==> src/rtl/wb_spi_slave.sv <==
// SPI mode-0 slave with a Wishbone register port: a CPU-supplied byte shifts out on MISO
// while the external master's byte is captured into a holding register for the CPU to read.
module wb_spi_slave #(
    parameter logic [7:0] idle_byte = 8'hFF
) (
    input  logic        clk,
    input  logic        reset,
    input  logic [31:0] wb_adr_i,
    input  logic [31:0] wb_dat_i,
    output logic [31:0] wb_dat_o,
    input  logic [3:0]  wb_sel_i,
    input  logic        wb_stb_i,
    input  logic        wb_cyc_i,
    input  logic        wb_we_i,
    output logic        wb_ack_o,
    input  logic        spi_sck,
    input  logic        spi_mosi,
    input  logic        spi_ss_n,
    output logic        spi_miso,
    output logic        intr
);

    logic       sck_p0, sck_p1, sck_p2;
    logic       mosi_p0, mosi_p1;
    logic       ss_p0, ss_p1, ss_p2;
    logic       settled, armed, in_frame;
    logic [2:0] bit_cnt;
    logic [7:0] rx_sr, rx_hold, tx_sr, tx_hold;
    logic       rx_avail, tx_valid, overrun;
    logic [2:0] ctrl;

    logic       sck_rise, sck_fall, ss_fall, ss_rise;
    logic       access, rd, wr;
    logic [1:0] reg_sel;
    logic       rx_clr, tx_wr, ovr_clr, ctrl_wr;
    logic [7:0] rx_byte;
    logic       byte_done, tx_reload;
    logic [31:0] rd_data;
    logic       unused_bits;

    assign unused_bits = ^{wb_sel_i, wb_adr_i[31:4], wb_adr_i[1:0], wb_dat_i[31:8]};

    function automatic logic [7:0] reload_byte(input logic valid, input logic [7:0] hold);
        return valid ? hold : idle_byte;
    endfunction

    // Edge detection on the synchronised pins; SCK edges only count inside an armed frame.
    assign sck_rise  = in_frame & ~ss_p1 & sck_p1 & ~sck_p2;
    assign sck_fall  = in_frame & ~ss_p1 & ~sck_p1 & sck_p2;
    assign ss_fall   = armed & ss_p2 & ~ss_p1;
    assign ss_rise   = ~ss_p2 & ss_p1;

    assign access    = wb_stb_i & wb_cyc_i & ~wb_ack_o;
    assign rd        = access & ~wb_we_i;
    assign wr        = access & wb_we_i;
    assign reg_sel   = wb_adr_i[3:2];
    assign rx_clr    = rd && (reg_sel == 2'd0);
    assign tx_wr     = wr && (reg_sel == 2'd1);
    assign ovr_clr   = wr && (reg_sel == 2'd2) && wb_dat_i[2];
    assign ctrl_wr   = wr && (reg_sel == 2'd3);

    assign rx_byte   = {rx_sr[6:0], mosi_p1};
    assign byte_done = sck_rise && (bit_cnt == 3'd7);
    assign tx_reload = ss_fall || (sck_fall && (bit_cnt == 3'd0));

    assign spi_miso  = ss_p1 ? 1'b1 : tx_sr[7];

    always_comb begin
        rd_data = 32'd0;
        case (reg_sel)
            2'd0: rd_data = {24'd0, rx_hold};
            2'd1: rd_data = {24'd0, tx_hold};
            2'd2: rd_data = {28'd0, ~ss_p1, overrun, ~tx_valid, rx_avail};
            2'd3: rd_data = {29'd0, ctrl};
            default: rd_data = 32'd0;
        endcase
    end

    always_ff @(posedge clk) begin
        if (reset) begin
            sck_p0   <= 1'b0;
            sck_p1   <= 1'b0;
            sck_p2   <= 1'b0;
            mosi_p0  <= 1'b0;
            mosi_p1  <= 1'b0;
            ss_p0    <= 1'b1;
            ss_p1    <= 1'b1;
            ss_p2    <= 1'b1;
            settled  <= 1'b0;
            armed    <= 1'b0;
            in_frame <= 1'b0;
            bit_cnt  <= 3'd0;
            rx_sr    <= 8'd0;
            rx_hold  <= 8'd0;
            tx_sr    <= idle_byte;
            tx_hold  <= 8'd0;
            rx_avail <= 1'b0;
            tx_valid <= 1'b0;
            overrun  <= 1'b0;
            ctrl     <= 3'd0;
            wb_ack_o <= 1'b0;
            wb_dat_o <= 32'd0;
            intr     <= 1'b0;
        end else begin
            sck_p0  <= spi_sck;
            sck_p1  <= sck_p0;
            sck_p2  <= sck_p1;
            mosi_p0 <= spi_mosi;
            mosi_p1 <= mosi_p0;
            ss_p0   <= spi_ss_n;
            ss_p1   <= ss_p0;
            ss_p2   <= ss_p1;

            // A frame already open across reset must not resume: arm only once ss_n is seen high.
            settled <= 1'b1;
            if (settled && ss_p0)
                armed <= 1'b1;

            if (ss_fall)
                in_frame <= 1'b1;
            else if (ss_rise)
                in_frame <= 1'b0;

            if (ss_fall || ss_rise)
                bit_cnt <= 3'd0;
            else if (sck_rise)
                bit_cnt <= bit_cnt + 3'd1;

            if (sck_rise)
                rx_sr <= rx_byte;

            if (tx_reload)
                tx_sr <= reload_byte(tx_valid, tx_hold);
            else if (sck_fall)
                tx_sr <= {tx_sr[6:0], 1'b0};

            if (tx_wr) begin
                tx_hold  <= wb_dat_i[7:0];
                tx_valid <= 1'b1;
            end else if (tx_reload) begin
                tx_valid <= 1'b0;
            end

            // A read draining the holder in the completion cycle frees it for the new byte.
            if (byte_done && (!rx_avail || rx_clr)) begin
                rx_hold  <= rx_byte;
                rx_avail <= 1'b1;
            end else if (rx_clr) begin
                rx_avail <= 1'b0;
            end

            if (byte_done && rx_avail && !rx_clr)
                overrun <= 1'b1;
            else if (ovr_clr)
                overrun <= 1'b0;

            if (ctrl_wr)
                ctrl <= wb_dat_i[2:0];

            wb_ack_o <= access;
            if (access)
                wb_dat_o <= rd_data;

            intr <= (ctrl[0] & rx_avail) | (ctrl[1] & ~tx_valid) | (ctrl[2] & overrun);
        end
    end

endmodule

==> config.mk <==
export PLATFORM = sky130hd
export DESIGN_NAME = wb_spi_slave
export DESIGN_NICKNAME = d
export VERILOG_FILES = /design/src/rtl/wb_spi_slave.sv
export SDC_FILE = /design/constraint.sdc
export NUM_CORES = 1
export LEC_CHECK = 0
export CAP_MARGIN = 30
export CELL_PAD_IN_SITES_DETAIL_PLACEMENT = 1
export CELL_PAD_IN_SITES_GLOBAL_PLACEMENT = 1
export CORE_MARGIN = 2
export CORE_UTILIZATION = 31
export DETAILED_ROUTE_END_ITERATION = 16
export PLACE_DENSITY = 0.86
export SLEW_MARGIN = 30
export SYNTH_ARGS = -nofsm -noshare
export SYNTH_HDL_FRONTEND = slang
export SYNTH_SLANG_ARGS = --single-unit
==> constraint.sdc <==
create_clock -name clk -period 1.8 [get_ports clk]
set_clock_uncertainty 0.15 [all_clocks]
set_input_delay 0.36 -clock clk [delete_from_list [all_inputs] [get_ports clk]]
set_output_delay 0.36 -clock clk [all_outputs]
set_load 0.005 [all_outputs]
# ---- Yosys cells after proc, flatten, opt, wreduce, memory -nomap -nowiden
# Index checks and enable logic that the tools add are counted.
dict set report classes {
  eq_ne 4
  mux 14
  n_bitwise 24
  n_reduce_logical 24
  addsub 1
}
# op count
set ops {}
lappend ops {{$pmux W32 S4} 1}
lappend ops {{$mux W8} 3}
lappend ops {{$and A1 B1 Y1} 15}
lappend ops {{$logic_and A1 B1 Y1} 11}
lappend ops {{$mux W1} 10}
lappend ops {{$reduce_bool A2 Y1} 5}
lappend ops {{$not A1 Y1} 7}
lappend ops {{$eq A2 B2 Y1 const B} 2}
lappend ops {{$add A3 B1 Y3 const B} 1}
lappend ops {{$eq A3 B3 Y1 const B} 1}
lappend ops {{$logic_not A3 Y1} 1}
lappend ops {{$logic_or A1 B1 Y1} 3}
lappend ops {{$eq A2 B1 Y1 const B} 1}
lappend ops {{$logic_not A1 Y1} 2}
lappend ops {{$logic_not A2 Y1} 1}
lappend ops {{$or A1 B1 Y1} 2}
lappend ops {{$reduce_or A2 Y1} 1}
dict set report totals {
  inputBits 76
  wordCells 90
  out_inout_bits 35
  regBits 85
}

# ---- Logic depth before layout (Yosys ltp)
dict set report logic_depth {
  ltp_word 8
  mapped_depth 7
  ltp_nobuf 6
}

# ---- Least setup slack after synthesis
# Ideal clock, no wire load.
dict set report synth_path {
  path_kind {register to register}
  from {register wb_ack_o}
  to {register tx_hold[4]}
  n_path_buf 2
  required_ps 1522
  setup_time_ps 128
  slack_ps 236
  path_stages_with_launch 7
  t_arrival_ps 1286
  synth_period_minus_slack_ps 1564
  cell_sequence {dfxtp_1 and3b_1 clkbuf_1 and4_1 buf_4 mux2i_1 nor2_1}
}
dict set report synth_between {
  elab_chain_cells 4
}
# element line_no
set synth_lines {}
lappend synth_lines {{start: declaration} 15} ;# output logic wb_ack_o,
lappend synth_lines {{start signal: assignment} 160} ;# wb_ack_o <= access;
lappend synth_lines {{$not A1 Y1} 53} ;# assign access = wb_stb_i & wb_cyc_i & ~wb_ack_o;
lappend synth_lines {{$and A1 B1 Y1} 53}
lappend synth_lines {{$and A1 B1 Y1} 55} ;# assign wr = access & wb_we_i;
lappend synth_lines {{$logic_and A1 B1 Y1} 58} ;# assign tx_wr = wr && (reg_sel == 2'd1);
lappend synth_lines {{end signal: assignment} 138} ;# tx_hold <= wb_dat_i[7:0];
lappend synth_lines {{end: declaration} 28} ;# logic [7:0] rx_sr, rx_hold, tx_sr, tx_hold;
# Every way passes these cells.
# A chain may end at the register's enable or synchronous reset.

# ---- Worst setup path after layout
dict set report layout_path {
  from {register bit_cnt[0]}
  to {register tx_sr[0]}
}
dict set report layout_between {
  elab_chain_cells 4
  word_cells_on_any_way 5
  cone_classes {1 x mux; 4 x reduce/logical}
}
# element line_no
set layout_lines {}
lappend layout_lines {{start: declaration} 27} ;# logic [2:0] bit_cnt;
lappend layout_lines {{start signal: assignment} 127} ;# bit_cnt <= bit_cnt + 3'd1;
lappend layout_lines {{$logic_not A3 Y1 (*)} 64} ;# assign tx_reload = ss_fall || (sck_fall && (bit_cnt == 3'd0));
lappend layout_lines {{$logic_and A1 B1 Y1 (*)} 64}
lappend layout_lines {{$logic_or A1 B1 Y1 (*)} 64}
lappend layout_lines {{$mux W8 / $reduce_bool A2 Y1 (equally long branches)} -}
lappend layout_lines {{end signal: assignment} 95} ;# tx_sr <= idle_byte;
lappend layout_lines {{end signal: assignment} 133} ;# tx_sr <= reload_byte(tx_valid, tx_hold);
lappend layout_lines {{end signal: assignment} 135} ;# tx_sr <= {tx_sr[6:0], 1'b0};
lappend layout_lines {{end: declaration} 28}
# Mark *: on every way between the ends. The rest lies on a longest branch, timed or not.

==> impl_metrics.tcl <==
set metrics [dict create \
    status "complete, no violations" \
    dp.cells 424 \
    coreArea_um2 8300 \
    multi_input_area_um2 1310 \
    cp-startpoint "bit_cnt[0]$_SDFFE_PP0P_" \
    avgRoutedWirePerCell_um 14.7 \
    h-tree-depth 3 \
    overflow 0 \
    synth.area.top_cells "dfxtp_1 45%, buf_4 7.0%, a21oi_1 6.7%, mux2i_1 5.6%, nor2_1 4.1%" \
    grt_max_degree 36 \
    io_pins 111 \
    max_cap_violations 0 \
    leakagePower_nw 1.25 \
    start_util_pct 32.4 \
    drt_first_iter_violations 99 \
    drt_first_pass_iters 4 \
    critPathLaunchType "register" \
    critPathKind "register to register" \
    regArea_um2 1220 \
    layout_common_cells "61 x dfxtp_1, 34 x a21oi_1, 29 x nor2_1" \
    hpwl_um 4600 \
    muxShareOfSynthArea_pct 8.10 \
    r2r-start "bit_cnt[0]$_SDFFE_PP0P_" \
    yosys_register_bits 61 \
    synthAdderAreaFrac_pct 1.40 \
    vias 2155 \
    synth_compound_area_share_pct 13.7 \
    placementRows 33 \
    drc 0 \
    synth.distinct_cells 41 \
    synth-xor-area-share_pct 0.326 \
    syn_inst 295 \
    setup_viol 0 \
    p_per_area_nw_per_um2 833 \
    rsz0062_at_grt "true" \
    dieArea_um2 9430 \
    worstPathArrival_ps 1810 \
    timing.hold.ws_ps 233 \
    drive_gt1_share_pct 13.7 \
    clock_latency_ps 330 \
    gp_congestion 0.793 \
    end_kind "register" \
    synthesis.area_um2 2690 \
    fmax_mhz 578 \
    synth_top_family_by_area "simple AND/OR/NAND/NOR gates" \
    synth-edff-count 0 \
    final_common_cell "dfxtp_1" \
    synth.avg_cell_area_um2 9.11 \
    clk_pin_slew_ps 60 \
    totalWireLength_um 6480 \
    area_growth_pct 23.1 \
    cts_buffer_depth 2 \
    fillers 982 \
    viasPerCell 4.90 \
    ys_warn_count 0 \
    root_buffer "clkbuf_8" \
    fin_cells 440 \
    async_reset_ff_share_pct 0 \
    finalSetupTns_ps 0 \
    period_share_pct 96.2 \
    nets 410 \
    port_buffers 28 \
    grt_first_pass_wirelength_um 10500 \
    hold_violations 0 \
    cts_inserted_buffers 9 \
    post-route-util_pct 39.9 \
    critPathMaxFanout 3 \
    hold_path_class "input pin to register" \
    hold_start "reset" \
    ys.flop_type "dfxtp_1" \
    synth-simple-area-share_pct 20.1 \
    cts_tree "built" \
    synth_top_cell_by_area "dfxtp_1" \
    ant_nets 0 \
    ir_drop_mv 0.415 \
    drv_slew 0 \
    synth-seq-area-share_pct 45.4 \
    synth.top_cell.area_share_pct 45.4 \
    antenna_found_initial 0 \
    required_ps 1880 \
    grt_pass1_vias 2136 \
    die_h_um 97.1 \
    min_period_ps 1730 \
    antenna_cells 0 \
    grt_usage_pct 13.9 \
    die_w_um 97.1 \
    hold_buffers 0 \
    cts_setup_buffers 0 \
    cts_sinks 61 \
]
## metrics by stage
stage	worst slack, ps	power (mW)	area [um^2]
2_1_floorplan	236	1.54	2770
3_3_place_gp	-311	1.59	3050
3_5_place_dp	-342	1.60	3050
4_1_cts	8.04	2.78	3250
5_1_grt	-26.5	2.88	3310
6_report	69.1	2.76	3310
## cell type report
cell class	instances	area share (%)
clock buffer	15	5.94
inverter	7	0.794
multi-input combinational	209	39.4
sequential	61	36.9
tap	105	3.97
timing repair buffer	43	13.0
## state kept, by name, summed over array words and instances, names as in the netlist, 3 cells and up
signal / flops
tx_hold: 8
bit_cnt: 3
tx_sr: 8
rx_sr: 7
ctrl: 3
wb_dat_o: 8
rx_hold: 8
## timing repair
| action | CTS | global route |
|---|---|---|
| cloned | 0 | 1 |
| gates resized for setup | 1 | 14 |
| endpoints found under the setup margin | 1 | 12 |
| pin swaps | 0 | 1 |
## path summary, 6_finish.rpt
path                            slack [ps]                       to  cells after the start
worst max-delay path                    70    tx_sr[0]$_SDFFE_PP1P_                      6
worst min-delay path                   230  tx_hold[5]$_SDFFE_PP0P_                      2
worst max register to register          70    tx_sr[0]$_SDFFE_PP1P_                      6
worst min register to register         290       mosi_p1$_SDFF_PP0_                      1
## report_power, final
| part | internal (mW) | switching, mW | leakage [nW] |
|---|---|---|---|
| Clock | 0.682 | 0.499 | 0.102 |
| Combinational | 0.0884 | 0.0977 | 0.658 |
| Sequential | 1.37 | 0.0154 | 0.495 |
## cell families after synthesis
logic type / count (synthesis)
flip-flops: 61
XOR/XNOR: 1
AND/OR/NAND/NOR: 99
adder cells (fa/ha/maj): 3
other: 1
AO/OA/AOI/OAI: 63
multiplexers: 18
buffers and inverters: 49
## cells in the mapped netlist (2+ instances only)
| master | instances |
|---|---|
| dfxtp_1 | 61 |
| a21oi_1 | 36 |
| nor2_1 | 29 |
| nand2_1 | 26 |
| buf_4 | 25 |
| mux2i_1 | 15 |
| o21ai_0 | 14 |
| clkbuf_1 | 12 |
| nor2b_1 | 9 |
| or3b_1 | 8 |
| inv_1 | 7 |
| nor3_1 | 6 |
| buf_2 | 4 |
| nor3b_1 | 4 |
| or2_2 | 4 |
| ha_1 | 3 |
| mux4_2 | 3 |
| o221ai_1 | 3 |
| and3b_1 | 2 |
| and4_1 | 2 |
| nand3b_1 | 2 |
## critical path, stage by stage (launching register included)
cell and delay, ps:
dfxtp_1 370, inv_1 60, ha_1 220, nor4bb_2 180, a21oi_1 280, a21oi_1 80, a211o_1 270
## routing by layer
layer  vias up  global-route usage, %  share of wire [%]
met3         7                   4.82                5.5
met4         0                   3.58               0.74
met1      1047                   18.3                 46
met2        58                   22.0                 48
li1       1043                      -                  -
met5         -                      0                  0
Power figures use the tool's default switching activity.
